==> config.mk <==
export PLATFORM = sky130hd
export DESIGN_NAME = apb_requester
export DESIGN_NICKNAME = d
export VERILOG_FILES = /design/src/rtl/apb_pkg.sv /design/src/rtl/apb_decode.sv /design/src/rtl/apb_requester.sv
export SDC_FILE = /design/constraint.sdc
export NUM_CORES = 1
export LEC_CHECK = 0
export BUFFER_PORTS_ARGS = -buffer_cell sky130_fd_sc_hd__buf_2
export CELL_PAD_IN_SITES_DETAIL_PLACEMENT = 2
export CELL_PAD_IN_SITES_GLOBAL_PLACEMENT = 2
export CORE_AREA = 2 2 133 135
export DETAILED_ROUTE_END_ITERATION = 8
export DIE_AREA = 0 0 135 137
export GPL_TIMING_DRIVEN = 0
export PLACE_DENSITY_LB_ADDON = 0.1
export SLEW_MARGIN = 20
export SYNTH_ARGS = -nofsm -noshare
export SYNTH_HDL_FRONTEND = slang
export SYNTH_SLANG_ARGS = --single-unit
==> constraint.sdc <==
create_clock -name pclk -period 2.5 [get_ports pclk]
set_input_delay 0.125 -clock pclk [delete_from_list [all_inputs] [get_ports pclk]]
set_output_delay 0.125 -clock pclk [all_outputs]
set_load 0.05 [all_outputs]
==> src/rtl/apb_pkg.sv <==
// Shared constants for the APB requester: FSM encodings, completer address map
// and the access timeout limit used when APB_TIMEOUT_EN is defined.
package apb_pkg;

    localparam logic [1:0] ST_IDLE   = 2'd0;
    localparam logic [1:0] ST_SETUP  = 2'd1;
    localparam logic [1:0] ST_ACCESS = 2'd2;
    localparam logic [1:0] ST_RESP   = 2'd3;

    // Slot 0 = interrupt controller, slot 1 = timer; spare slots can never match.
    localparam int MAX_SLAVE = 4;
    localparam logic [31:0] SLAVE_BASE [MAX_SLAVE] = '{
        32'h2000_0000, 32'h2000_1000, 32'hFFFF_FFFF, 32'hFFFF_FFFF
    };
    localparam logic [31:0] SLAVE_MASK [MAX_SLAVE] = '{
        32'hFFFF_FFF8, 32'hFFFF_F000, 32'h0000_0000, 32'h0000_0000
    };

    localparam int unsigned TIMEOUT_CYCLES = 255;

endpackage

==> src/rtl/apb_decode.sv <==
// Address decoder: one-hot completer select plus hit flag. Overlapping windows
// resolve to the lowest slave index.
module apb_decode
    import apb_pkg::*;
#(
    parameter int ADDR_WIDTH = 32,
    parameter int NSLAVE     = 2
) (
    input  logic [ADDR_WIDTH-1:0] addr,
    output logic [NSLAVE-1:0]     sel,
    output logic                  hit
);

    always_comb begin
        sel = '0;
        hit = 1'b0;
        for (int i = 0; i < NSLAVE; i++) begin
            if (!hit && ((addr & ADDR_WIDTH'(SLAVE_MASK[i])) == ADDR_WIDTH'(SLAVE_BASE[i]))) begin
                sel[i] = 1'b1;
                hit    = 1'b1;
            end
        end
    end

endmodule

==> src/rtl/apb_requester.sv <==
// APB requester: single CPU load/store -> APB SETUP/ACCESS transfer with
// registered outputs. Optional access timeout under macro APB_TIMEOUT_EN.
module apb_requester
    import apb_pkg::*;
#(
    parameter int ADDR_WIDTH = 32,
    parameter int DATA_WIDTH = 32,
    parameter int NSLAVE     = 2
) (
    input  logic                         pclk,
    input  logic                         presetn,
    input  logic                         cpu_req,
    input  logic [ADDR_WIDTH-1:0]        cpu_addr,
    input  logic [DATA_WIDTH-1:0]        cpu_wdata,
    input  logic [3:0]                   cpu_wstrb,
    input  logic                         cpu_we,
    output logic                         cpu_ready,
    output logic [DATA_WIDTH-1:0]        cpu_rdata,
    output logic                         cpu_err,
    output logic [ADDR_WIDTH-1:0]        paddr,
    output logic [DATA_WIDTH-1:0]        pdata,
    output logic [3:0]                   pstb,
    output logic                         pwrite,
    output logic [NSLAVE-1:0]            psel,
    output logic                         penable,
    input  logic [NSLAVE*DATA_WIDTH-1:0] prdata,
    input  logic [NSLAVE-1:0]            pready,
    input  logic [NSLAVE-1:0]            perr,
    output logic                         bus_err,
    output logic [1:0]                   dbg_state
);

    // Handshake: cpu_req is sampled only in IDLE; cpu_ready is a one-cycle pulse
    // carrying cpu_rdata/cpu_err. APB side: pready[i] is honoured only while
    // psel[i] && penable, and all APB outputs hold stable until it is seen.

    logic [1:0]            state;
    logic [NSLAVE-1:0]     dec_sel;
    logic                  dec_hit;
    logic [DATA_WIDTH-1:0] sel_rdata;
    logic                  sel_ready;
    logic                  sel_err;
    logic                  to_hit;

    apb_decode #(
        .ADDR_WIDTH (ADDR_WIDTH),
        .NSLAVE     (NSLAVE)
    ) u_decode (
        .addr (cpu_addr),
        .sel  (dec_sel),
        .hit  (dec_hit)
    );

    // psel is one-hot, so OR-ing the gated lanes selects the active completer.
    always_comb begin
        sel_rdata = '0;
        for (int i = 0; i < NSLAVE; i++) begin
            if (psel[i]) begin
                sel_rdata = sel_rdata | prdata[i*DATA_WIDTH +: DATA_WIDTH];
            end
        end
    end

    assign sel_ready = |(pready & psel);
    assign sel_err   = |(perr & psel);
    assign dbg_state = state;

`ifdef APB_TIMEOUT_EN
    localparam int TO_W = $clog2(TIMEOUT_CYCLES + 1);
    logic [TO_W-1:0] to_cnt;

    assign to_hit = (to_cnt == TO_W'(TIMEOUT_CYCLES - 1));

    always_ff @(posedge pclk or negedge presetn) begin
        if (!presetn) begin
            to_cnt <= '0;
        end else if (state == ST_IDLE && cpu_req && dec_hit) begin
            to_cnt <= '0;
        end else if (state == ST_ACCESS && !to_hit) begin
            to_cnt <= to_cnt + 1'b1;
        end
    end
`else
    assign to_hit = 1'b0;
`endif

    always_ff @(posedge pclk or negedge presetn) begin
        if (!presetn) begin
            state     <= ST_IDLE;
            cpu_ready <= 1'b0;
            cpu_rdata <= '0;
            cpu_err   <= 1'b0;
            paddr     <= '0;
            pdata     <= '0;
            pstb      <= '0;
            pwrite    <= 1'b0;
            psel      <= '0;
            penable   <= 1'b0;
            bus_err   <= 1'b0;
        end else begin
            cpu_ready <= 1'b0;
            bus_err   <= 1'b0;
            case (state)
                ST_IDLE: begin
                    if (cpu_req) begin
                        if (dec_hit) begin
                            paddr  <= cpu_addr;
                            pdata  <= cpu_wdata;
                            pstb   <= cpu_wstrb;
                            pwrite <= cpu_we;
                            psel   <= dec_sel;
                            state  <= ST_SETUP;
                        end else begin
                            // Unmapped address: answer immediately, bus stays quiet.
                            cpu_ready <= 1'b1;
                            cpu_rdata <= '0;
                            cpu_err   <= 1'b1;
                            bus_err   <= 1'b1;
                            state     <= ST_RESP;
                        end
                    end
                end
                ST_SETUP: begin
                    penable <= 1'b1;
                    state   <= ST_ACCESS;
                end
                ST_ACCESS: begin
                    if (sel_ready) begin
                        cpu_ready <= 1'b1;
                        cpu_rdata <= pwrite ? '0 : sel_rdata;
                        cpu_err   <= sel_err;
                        bus_err   <= sel_err;
                        psel      <= '0;
                        penable   <= 1'b0;
                        state     <= ST_RESP;
                    end else if (to_hit) begin
                        cpu_ready <= 1'b1;
                        cpu_rdata <= '0;
                        cpu_err   <= 1'b1;
                        bus_err   <= 1'b1;
                        psel      <= '0;
                        penable   <= 1'b0;
                        state     <= ST_RESP;
                    end
                end
                ST_RESP: begin
                    state <= ST_IDLE;
                end
                default: begin
                    state <= ST_IDLE;
                end
            endcase
        end
    end

endmodule

==> flow_metrics.tcl <==
set metrics [dict create \
    drt-initial-drc-count 102 \
    cap_viol_max_count 0 \
    drive_above_1_share_pct 43.78 \
    coreArea_um2 17060 \
    dieArea_um2 18500 \
    clk_latency_ps 350 \
    routed_via_density 4.610 \
    finalNonFillerCells 876 \
    cts-root-buf "clkbuf_16" \
    die_w_um 135 \
    critPathCaptureType "register" \
    synth_top_area_share_pct 60.34 \
    cts_sinks 109 \
    ir_drop_mv 0.3614 \
    fin_skew_ps 11.07 \
    period_minus_slack_ps 2244 \
    antenna_cells 0 \
    portBuffers 248 \
    start_kind "register" \
    dp_cells 821 \
    cts_buffers 9 \
    synth.avg_cell_area_um2 13.03 \
    power_density_nw_per_um2 650.1 \
    fin_nets 788 \
    ys.flop_type "dfrtp_1" \
    row_count 48 \
    synth_edf_count 0 \
    die_height_um 137 \
    wl_per_cell_um 17.92 \
    path_class "reg -> reg" \
    gp_congestion 0.7107 \
    antenna_found_initial 0 \
    worstPathMaxFanout 10 \
    synth.net_count 489 \
    maxSlewViolCount 0 \
    drcViolationCount 0 \
    setup-tns-final_ps 0 \
    post-route-period-util_pct 89.76 \
    grt_pass1_wl_mm 25.14 \
    drt_wl_total_mm 15.69 \
    hp-class "in -> reg" \
    p_leak_nw 3.674 \
    synth_seq_area_share_pct 60.34 \
    worst_pin_slew_ps 622.2 \
    vias 4038 \
    start_util_pct 26.50 \
    synth_area_leaders "dfrtp_1 (60%), mux2_1 (12%), a22oi_1 (5.6%)" \
    cp.arrival_ps 2490 \
    hold_depth 2 \
    max_slew_margin_pct 58.52 \
    rsz0062_at_grt "false" \
    yosys.area.top_type "dfrtp_1" \
    grt_start_max_net_pins 66 \
    synthArstFlopShare_pct 100.0 \
    setup_viol 0 \
    dp_hpwl_mm 11.72 \
    ant_nets 0 \
    netlist-cell-type-count 30 \
    grt_pass1_vias 4667 \
    hold_slack_ps 15.37 \
    grt.total_usage_pct 17.57 \
    synth_warnings 0 \
    synthTopCellsByCount "dfrtp_1 (109), mux2_1 (50), a22oi_1 (34)" \
    io_pins 249 \
    post_cts.repair.setup_buffers 0 \
    fmax_mhz 445.6 \
    setup_ws_ps 256.0 \
    hold_violations 0 \
    dp_slack_ps 103.7 \
    tritoncts "built" \
    synth-seq-cells 109 \
    path_clk_slew_ps 70 \
    required_ps 2740 \
    grt_remaining_overflow 0 \
    clockBufferDepth 2 \
    synth.most_common_cell "dfrtp_1" \
    status "finished, final reports clean" \
    dr.pass1.iters 4 \
    netlist_area_um2 4521 \
    syn-instance-count 347 \
    r2r_cells 9 \
    area_growth_pct 50.18 \
    htreeDepth 3 \
]
[placed cells by master (no fill, tap or decap), types with 2 or more instances in the layout]
cell type and count:
inv_1 3, a22oi_1 34, o22ai_1 2, dfrtp_1 109
nor2b_1 20, nor3_1 2, a32o_1 2, buf_2 251
nor4_1 4, clkinv_4 2, mux2_1 50, o21ai_1 5
buf_4 9, or2_1 2, nand2b_1 2, nor4_2 2
nand2_1 3, ha_1 2, clkbuf_1 16, o31ai_1 32
dlygate4sd3_1 39, nor2_1 2, clkbuf_16 9, o21ai_0 32
[repair_timing]
item | in CTS | in global routing
resized for setup | 0 | 2
hold buffers | 39 | 0
endpoints found under the setup margin | 0 | 31
endpoints found under the hold margin | 102 | 0
[worst paths after layout]
| kind | start | to | slack, ps |
|---|---|---|---|
| worst min-delay path | cpu_wstrb[0] | pstb[0]$_DFFE_PN0P_ | 20 |
| min in group asynchronous | presetn | pdata[5]$_DFFE_PN0P_ | 340 |
| worst min register to register | pdata[8]$_DFFE_PN0P_ | pdata[8]$_DFFE_PN0P_ | 480 |
| worst max-delay path | dbg_state[0]$_DFFE_PN0P_ | cpu_rdata[4]$_DFFE_PN0P_ | 260 |
| worst max register to register | dbg_state[0]$_DFFE_PN0P_ | cpu_rdata[4]$_DFFE_PN0P_ | 260 |
| max in group asynchronous | presetn | cpu_rdata[14]$_DFFE_PN0P_ | 1480 |
[metrics by stage]
step           utilization, %  cell area (µm²)  total power [mW]
6_report                39.80             6789             4.414
5_1_grt                 39.80             6789             4.665
4_1_cts                 39.74             6778             4.463
3_5_place_dp            35.63             6077             2.893
3_3_place_gp            35.43             6043             2.846
2_1_floorplan               -             4521             2.462
[layout make-up]
class,count,area [µm²]
plain buffers,29,147.6
repair buffers,288,1665
inverters,3,11.26
multi-input cells,206,1645
fillers,1875,10270
clock inverters,6,71.32
flip-flops and latches,109,2728
clock buffers,10,239.0
well taps,225,281.5
[kinds of logic after synthesis]
logic type | count (synthesis) | synth area share [%]
buffers and inverters | 32 | 3.515
AND/OR/NAND/NOR | 42 | 6.477
AO/OA/AOI/OAI | 111 | 16.41
flip-flops | 109 | 60.34
multiplexers | 51 | 12.70
adder cells (fa/ha/maj) | 2 | 0.5535
[sequential cells by signal, summed over array words and instances (netlist names), 2 cells and up]
name	cells
psel	2
paddr	32
pdata	32
cpu_rdata	32
pstb	4
dbg_state	2
[critical path, stage by stage (launching register included)]
cell	delay, ps
dfrtp_1	380
inv_1	70
ha_1	190
clkbuf_1	240
a21oi_4	250
o21ai_2	140
or2_1	250
buf_2	160
buf_4	190
o31ai_1	260
[power by group]
group          switching, mW  total, mW  internal [mW]
Sequential            0.0193       1.82           1.80
Combinational          0.762       1.10          0.336
Clock                  0.684       1.50          0.815
Total                   1.47       4.41           2.95
[metal layers]
metal	routed length, µm	part of all wire, %	track usage, %	vias to the layer above
li1	-	-	-	1886
met4	303	1.9	6.134	0
met1	6198	39	20.72	1993
met3	1071	6.8	4.704	19
met5	0	0	0	-
met2	8122	52	30.91	140
Power figures use the tool's default switching activity.
